<file path="src/rtl/fetch_stage.sv">
// OTTER instruction-fetch stage: owns the PC, issues one IMEM request at a time,
// and loads the IF/DE register with a one-entry skid buffer for decode stalls.
module fetch_stage #(
  parameter logic [31:0] RESET_VEC = 32'h0000_0000,
  parameter logic [31:0] NOP_INSTR = 32'h0000_0013
) (
  input  logic        FE_CLK,
  input  logic        RST,
  input  logic        STALL,
  input  logic        REDIRECT,
  input  logic [31:0] REDIRECT_PC,
  output logic        IMEM_REQ,
  output logic [31:0] IMEM_ADDR,
  input  logic        IMEM_ACK,
  input  logic [31:0] IMEM_RDATA,
  output logic [31:0] IR,
  output logic [31:0] PC_COUNT,
  output logic [31:0] PC_PLUS4,
  output logic        IR_VALID
);

  // state   | meaning
  // S_FETCH | request outstanding at r_fetch_pc
  // S_HOLD  | decode stalled, returned word parked in skid buffer, no request
  // S_DROP  | old request still outstanding, its data is discarded on ACK
  typedef enum logic [1:0] {
    S_FETCH = 2'd0,
    S_HOLD  = 2'd1,
    S_DROP  = 2'd2
  } state_t;

  state_t      r_state, w_state;
  logic [31:0] r_fetch_pc, w_fetch_pc;
  logic [31:0] r_pend_pc, w_pend_pc;
  logic [31:0] r_buf_ir, w_buf_ir;
  logic [31:0] r_buf_pc, w_buf_pc;
  logic [31:0] r_ir, w_ir;
  logic [31:0] r_pc, w_pc;
  logic [31:0] r_pc4, w_pc4;
  logic        r_valid, w_valid;

  // Request is a pure function of state; reset masks it so nothing is issued during RST.
  assign IMEM_REQ  = !RST && (r_state == S_FETCH || r_state == S_DROP);
  assign IMEM_ADDR = r_fetch_pc;
  assign IR        = r_ir;
  assign PC_COUNT  = r_pc;
  assign PC_PLUS4  = r_pc4;
  assign IR_VALID  = r_valid;

  always_comb begin
    w_state    = r_state;
    w_fetch_pc = r_fetch_pc;
    w_pend_pc  = r_pend_pc;
    w_buf_ir   = r_buf_ir;
    w_buf_pc   = r_buf_pc;
    w_ir       = r_ir;
    w_pc       = r_pc;
    w_pc4      = r_pc4;
    w_valid    = r_valid;

    if (REDIRECT) begin
      w_ir    = NOP_INSTR;
      w_valid = 1'b0;
      case (r_state)
        S_FETCH, S_DROP: begin
          if (IMEM_ACK) begin
            w_fetch_pc = REDIRECT_PC;
            w_state    = S_FETCH;
          end else begin
            w_pend_pc = REDIRECT_PC;
            w_state   = S_DROP;
          end
        end
        default: begin
          w_fetch_pc = REDIRECT_PC;
          w_state    = S_FETCH;
        end
      endcase
    end else begin
      case (r_state)
        S_FETCH: begin
          if (IMEM_ACK) begin
            w_fetch_pc = r_fetch_pc + 32'd4;
            if (STALL) begin
              w_buf_ir = IMEM_RDATA;
              w_buf_pc = r_fetch_pc;
              w_state  = S_HOLD;
            end else begin
              w_ir    = IMEM_RDATA;
              w_pc    = r_fetch_pc;
              w_pc4   = r_fetch_pc + 32'd4;
              w_valid = 1'b1;
            end
          end else if (!STALL) begin
            w_ir    = NOP_INSTR;
            w_valid = 1'b0;
          end
        end
        S_HOLD: begin
          if (!STALL) begin
            w_ir    = r_buf_ir;
            w_pc    = r_buf_pc;
            w_pc4   = r_buf_pc + 32'd4;
            w_valid = 1'b1;
            w_state = S_FETCH;
          end
        end
        S_DROP: begin
          if (IMEM_ACK) begin
            w_fetch_pc = r_pend_pc;
            w_state    = S_FETCH;
          end
        end
        default: w_state = S_FETCH;
      endcase
    end
  end

  always_ff @(posedge FE_CLK) begin
    if (RST) begin
      r_state    <= S_FETCH;
      r_fetch_pc <= RESET_VEC;
      r_pend_pc  <= 32'd0;
      r_buf_ir   <= 32'd0;
      r_buf_pc   <= 32'd0;
      r_ir       <= NOP_INSTR;
      r_pc       <= 32'd0;
      r_pc4      <= 32'd0;
      r_valid    <= 1'b0;
    end else begin
      r_state    <= w_state;
      r_fetch_pc <= w_fetch_pc;
      r_pend_pc  <= w_pend_pc;
      r_buf_ir   <= w_buf_ir;
      r_buf_pc   <= w_buf_pc;
      r_ir       <= w_ir;
      r_pc       <= w_pc;
      r_pc4      <= w_pc4;
      r_valid    <= w_valid;
    end
  end

endmodule

</file>
<file path="config.mk">
export PLATFORM = sky130hd
export DESIGN_NAME = fetch_stage
export DESIGN_NICKNAME = d
export VERILOG_FILES = /design/src/rtl/fetch_stage.sv
export SDC_FILE = /design/constraint.sdc
export NUM_CORES = 1
export LEC_CHECK = 0
export ABC_AREA = 1
export CAP_MARGIN = 30
export CORE_ASPECT_RATIO = 2
export CORE_MARGIN = 2
export CORE_UTILIZATION = 49
export DETAILED_ROUTE_END_ITERATION = 8
export GPL_TIMING_DRIVEN = 0
export HOLD_SLACK_MARGIN = 0.15
export MAX_ROUTING_LAYER = met4
export PLACE_DENSITY = 0.79
export SYNTH_ARGS = -nofsm -noshare
export SYNTH_HDL_FRONTEND = slang
export SYNTH_SLANG_ARGS = --single-unit
</file>
<file path="constraint.sdc">
create_clock -name FE_CLK -period 2.5 [get_ports FE_CLK]
set_clock_uncertainty 0.2 [all_clocks]
set_input_delay 0.25 -clock FE_CLK [delete_from_list [all_inputs] [get_ports FE_CLK]]
set_output_delay 0.25 -clock FE_CLK [all_outputs]
set_load 0.03 [all_outputs]
</file>
==> results of run 1 <==
through the flow:
stage,std cells,util,cell area (um^2)
floorplan,1642,-,10900
CTS,2164,0.639,14100
global route,2164,0.639,14100
finish,2164,0.639,14100
detailed placement,2114,0.601,13300
global placement,2114,0.601,13300
final cells by class:
type | instances | area [um^2] | share of cell area
Clock inverter | 9 | 120 | 0.00852
Clock buffer | 25 | 561 | 0.0398
Sequential cell | 225 | 4510 | 0.320
Buffer | 107 | 453 | 0.0321
Inverter | 162 | 608 | 0.0431
Timing Repair Buffer | 212 | 2120 | 0.151
Tap cell | 276 | 345 | 0.0245
Multi-Input combinational cell | 1148 | 5390 | 0.382
worst max-delay path, cell delays in order:
cell,delay (ns)
dlygate4sd3_1,0.53
clkbuf_1,0.36
nor2_4,0.12
nor3_4,0.32
clkbuf_1,0.51
o21ai_0,0.33
a21oi_1,0.22
logic make-up (layout without fill, tap and decap cells):
logic type | after synthesis | after routing | synth area share
flops | 225 | 225 | 0.411
xor+xnor | 19 | 19 | 0.0152
buf+inv | 269 | 515 | 0.0967
compound gates | 489 | 489 | 0.235
simple gates | 638 | 638 | 0.239
fa+ha+maj | 2 | 2 | 0.00229
synthesized netlist by cell type, drive strengths merged (3+ instances only):
cell    count
inv       162
o311ai      3
nor2      125
o21ai     226
xnor2       3
nand4       8
dfxtp     225
a211oi      3
clkbuf     68
o211ai     20
o21a        4
buf        39
nor3        6
nand3b      5
xor2       16
a31oi      27
nand2     435
nand3      55
a21oi     204
registers in the layout, summed over array words and instances, names as in the netlist:
register and flops:
r_buf_pc 32, r_buf_ir 32, IMEM_ADDR 32, r_state 2, PC_PLUS4 30, IR_VALID 1
PC_COUNT 32, r_pend_pc 32, IR 32
power by group through the flow:
stage	combinational (mW)	sequential (mW)	clock, mW
2_1_floorplan	0.616	4.19	0
3_3_place_gp	1.39	4.05	0
3_5_place_dp	1.41	4.05	0
4_1_cts	1.43	3.97	3.36
5_1_grt	1.57	4.00	3.47
6_report	1.45	3.98	3.34
routing by layer:
| metal | up-vias | routed length [um] |
|---|---|---|
| li1 | 5826 | - |
| met1 | 5578 | 14500 |
| met2 | 474 | 22500 |
| met3 | 153 | 2130 |
| met4 | 0 | 2670 |
| met5 | - | 0 |
cells in the final DEF (no fill, tap or decap), types with 16 or more instances in the layout:
master           synthesis  routed
a31oi_1                 27      27
nand3_1                 55      55
xor2_1                  16      16
dfxtp_1                225     224
o21ai_0                221     221
dlygate4sd3_1            0      16
o211ai_1                20      20
clkbuf_1                67      68
nand2_1                430     430
inv_1                  156     156
clkdlybuf4s50_1          0     196
buf_2                   26      26
nor2_1                 110     110
a21oi_1                204     204
clkbuf_16                0      21
timing repair:
item / CTS / global route
hold endpoints to repair: 16 / 0
hold buffers: 16 / 0
gates resized for setup: 0 / 4
setup endpoints to repair: 0 / 7
worst min-delay path by stage:
| stage | startpoint | to | slack (ns) | depth (start not counted) |
|---|---|---|---|---|
| 5_1_grt | REDIRECT_PC[28] | r_pend_pc[28] | 0.17 | 3 |
| 3_5_place_dp | r_buf_ir[28] | r_buf_ir[28] | 0.24 | 2 |
| 6_report | REDIRECT_PC[28] | r_pend_pc[28] | 0.16 | 3 |
| 4_1_cts | REDIRECT_PC[28] | r_pend_pc[28] | 0.15 | 3 |
| 3_3_place_gp | r_buf_ir[25] | r_buf_ir[25] | 0.23 | 2 |
| 2_1_floorplan | REDIRECT_PC[10] | r_pend_pc[10] | 0.18 | 2 |
==> impl.org, run 1 <==
** STA
- At the pin with the least slew margin, the transition time is 0.796 ns.
- Total setup violations reported at the end of the flow :: 0
- For the finished layout, the period the worst path requires is 2.43 ns.
- Highest clock frequency the design can meet :: 0.412 GHz
- Part of the cycle the worst path needs :: 0.970
- Headroom to the max-slew limit :: 0.470
- In the post-route analysis, the smallest setup slack over all paths is 0.0743 ns.
- RSZ-0062 raised after global routing :: no
- The max-slew violation count came to 0.
- Summed over all failing endpoints, the final setup total negative slack is 0 ns.
- The number of hold-slack violations in the final timing report is 0.
- Across all hold checks on the routed design, the worst slack comes to 0.162 ns.

** Clocking
- In this run the number of H-tree levels came out at 1.
- Cell at the root of the clock tree :: clkbuf_16
- Clock transition at the registers of the reported paths :: 0.07 ns
- TritonCTS built the clock tree.
- The clock passes through at most 3 buffers.
- Counting the buffers created by CTS gives 21.
- Clock sink count :: 225
- Post-CTS Setup Inserts :: 0
- For the worst-skew pair, the clock arrives at the later sink with an insertion delay of 0.52 ns.

** Detailed routing
- Post-detailed-route count of antenna-violating nets :: 0
- The first TritonRoute pass finished after 5 iterations.
- Initial DRC Count :: 771
- Vias per Instance :: 5.56
- Vias :: 12000
- Drc violations :: 0
- After detailed routing, the average wire length per cell comes to 19.3 um.
- Total wire length after detailed routing :: 41800 um

** Synthesis
- The mapped netlist covers 0.0109 mm^2.
- Counting flops with an async set or reset pin after synthesis yields a share of 0.
- Of the post-synthesis cell area, the dominant cell type holds 0.411.
- Yosys mapped a number of flops with a built-in enable equal to 0.
- Main synth FF type :: dfxtp_1
- For this run, the number of Yosys warnings is 0.
- By area the synthesized netlist is led by dfxtp_1 41%, nand2_1 15%, o21ai_0 10%, a21oi_1 9.3%, inv_1 5.3%.
- Cell type with the largest total area after synthesis :: dfxtp_1
- Sequential fraction of the synthesis area :: 0.411
- The synthesized netlist contains 35 unique library cells.
- Cells after Synth :: 1642
- Synthesis inferred 225 register bits.
- Post-Syn Area per Cell :: 6.67 um^2
- Synthesis produced a netlist with a net count of 1713.

** GRT
- In the global route stage, met3 resource usage came out at 0.0441.
- Maximum number of pins on one net before global-route repair :: 16
- In this run the most used layer during global routing was met2.
- The number of global-route vias before repair was 12100.
- Congestion Overflow GR :: 0
- In the global route stage, overall resource usage came out at 0.365.
- The initial antenna violation count came to 0.
- The first global-routing pass estimated 64500 um of wire.
- For met1 alone, demand over resource in global routing was 0.363.
- For met2 alone, demand over resource in global routing was 0.657.

** Floorplan
- The core region is 0.0221 mm^2.
- Initial core utilization :: 0.496
- Measured along the y axis, the die boundary spans 215 um.
- After floorplanning, the core was divided into 77 placement rows.
- The die covers 0.0236 mm^2.
- Boundary Pins :: 199
- The die is 110 um wide.

** Worst setup path
- Maximum net fanout on the critical path :: 10
- Crit path kind :: primary input to register
- In this run the critical register-to-register path is captured at PC_COUNT[28].
- Crit path launch :: IMEM_ACK
- Critical path data arrival time :: 2.66 ns
- The most critical setup path has its endpoint at PC_COUNT[24].
- The worst setup path is captured at a register.
- Startpoint types :: primary input
- Counting cells, the worst reg-to-reg path comes to 7.
- Required time reported for the critical path endpoint :: 2.74 ns
- In this run the register-to-register setup slack is 0.10 ns.
- In this run the critical register-to-register path is launched from r_state[0].

** Power
- Cell internal power was estimated by the tool at 6.23 mW.
- Part of the total power dissipated in the clock network :: 0.381
- Peak ir drop on the vdd network :: 730 uV
- Power spread over the standard cell area amounts to 622 mW/mm^2.
- Total power for the finished layout comes to 8.77 mW.
- Leak :: 5.53 nW
- Proportion of total power due to net switching :: 0.290
- In this run the power spent charging and discharging nets is 2.54 mW.
- Of the total power, combinational logic draws 0.165.
- Sequential group share of total power :: 0.454

** Place
- Once detailed placement completed, the half-perimeter wirelength came to 32200 um.
- Count of port buffers added during placement :: 196
- Post-Place Setup Slack :: -0.175 ns
- At the end of routability-driven placement, the weighted congestion stood at 0.954.

** Finish
- Layout cell share with drive strength beyond 1 :: 0.0503
- 0 antenna diodes ended up in the layout.
- The final layout contains 1948 nets.
- Fill cells in the final layout number 2038.
- The area growth from synthesis to layout is 28.8%.

** Status
- Result of the run :: finished clean

** Hold path
- Type of the tightest min-delay check :: primary input to register

** Job
- Total of max-cap violations :: 0
Power figures use the tool's default switching activity.
==> inputs of run 2 (changes only) <==
--- a/config.mk
+++ b/config.mk
@@ -6,7 +6,7 @@
 export NUM_CORES = 1
 export LEC_CHECK = 0
 export ABC_AREA = 1
-export CAP_MARGIN = 30
+export CAP_MARGIN = 10
 export CORE_ASPECT_RATIO = 2
 export CORE_MARGIN = 2
 export CORE_UTILIZATION = 49
==> results of run 2 <==
No change in the layout: final DEF, timing and power equal those of run 1.
==> inputs of run 3 (changes only) <==
--- a/config.mk
+++ b/config.mk
@@ -6,7 +6,6 @@
 export NUM_CORES = 1
 export LEC_CHECK = 0
 export ABC_AREA = 1
-export CAP_MARGIN = 10
 export CORE_ASPECT_RATIO = 2
 export CORE_MARGIN = 2
 export CORE_UTILIZATION = 49
==> results of run 3 <==
No change in the layout: final DEF, timing and power equal those of run 1.
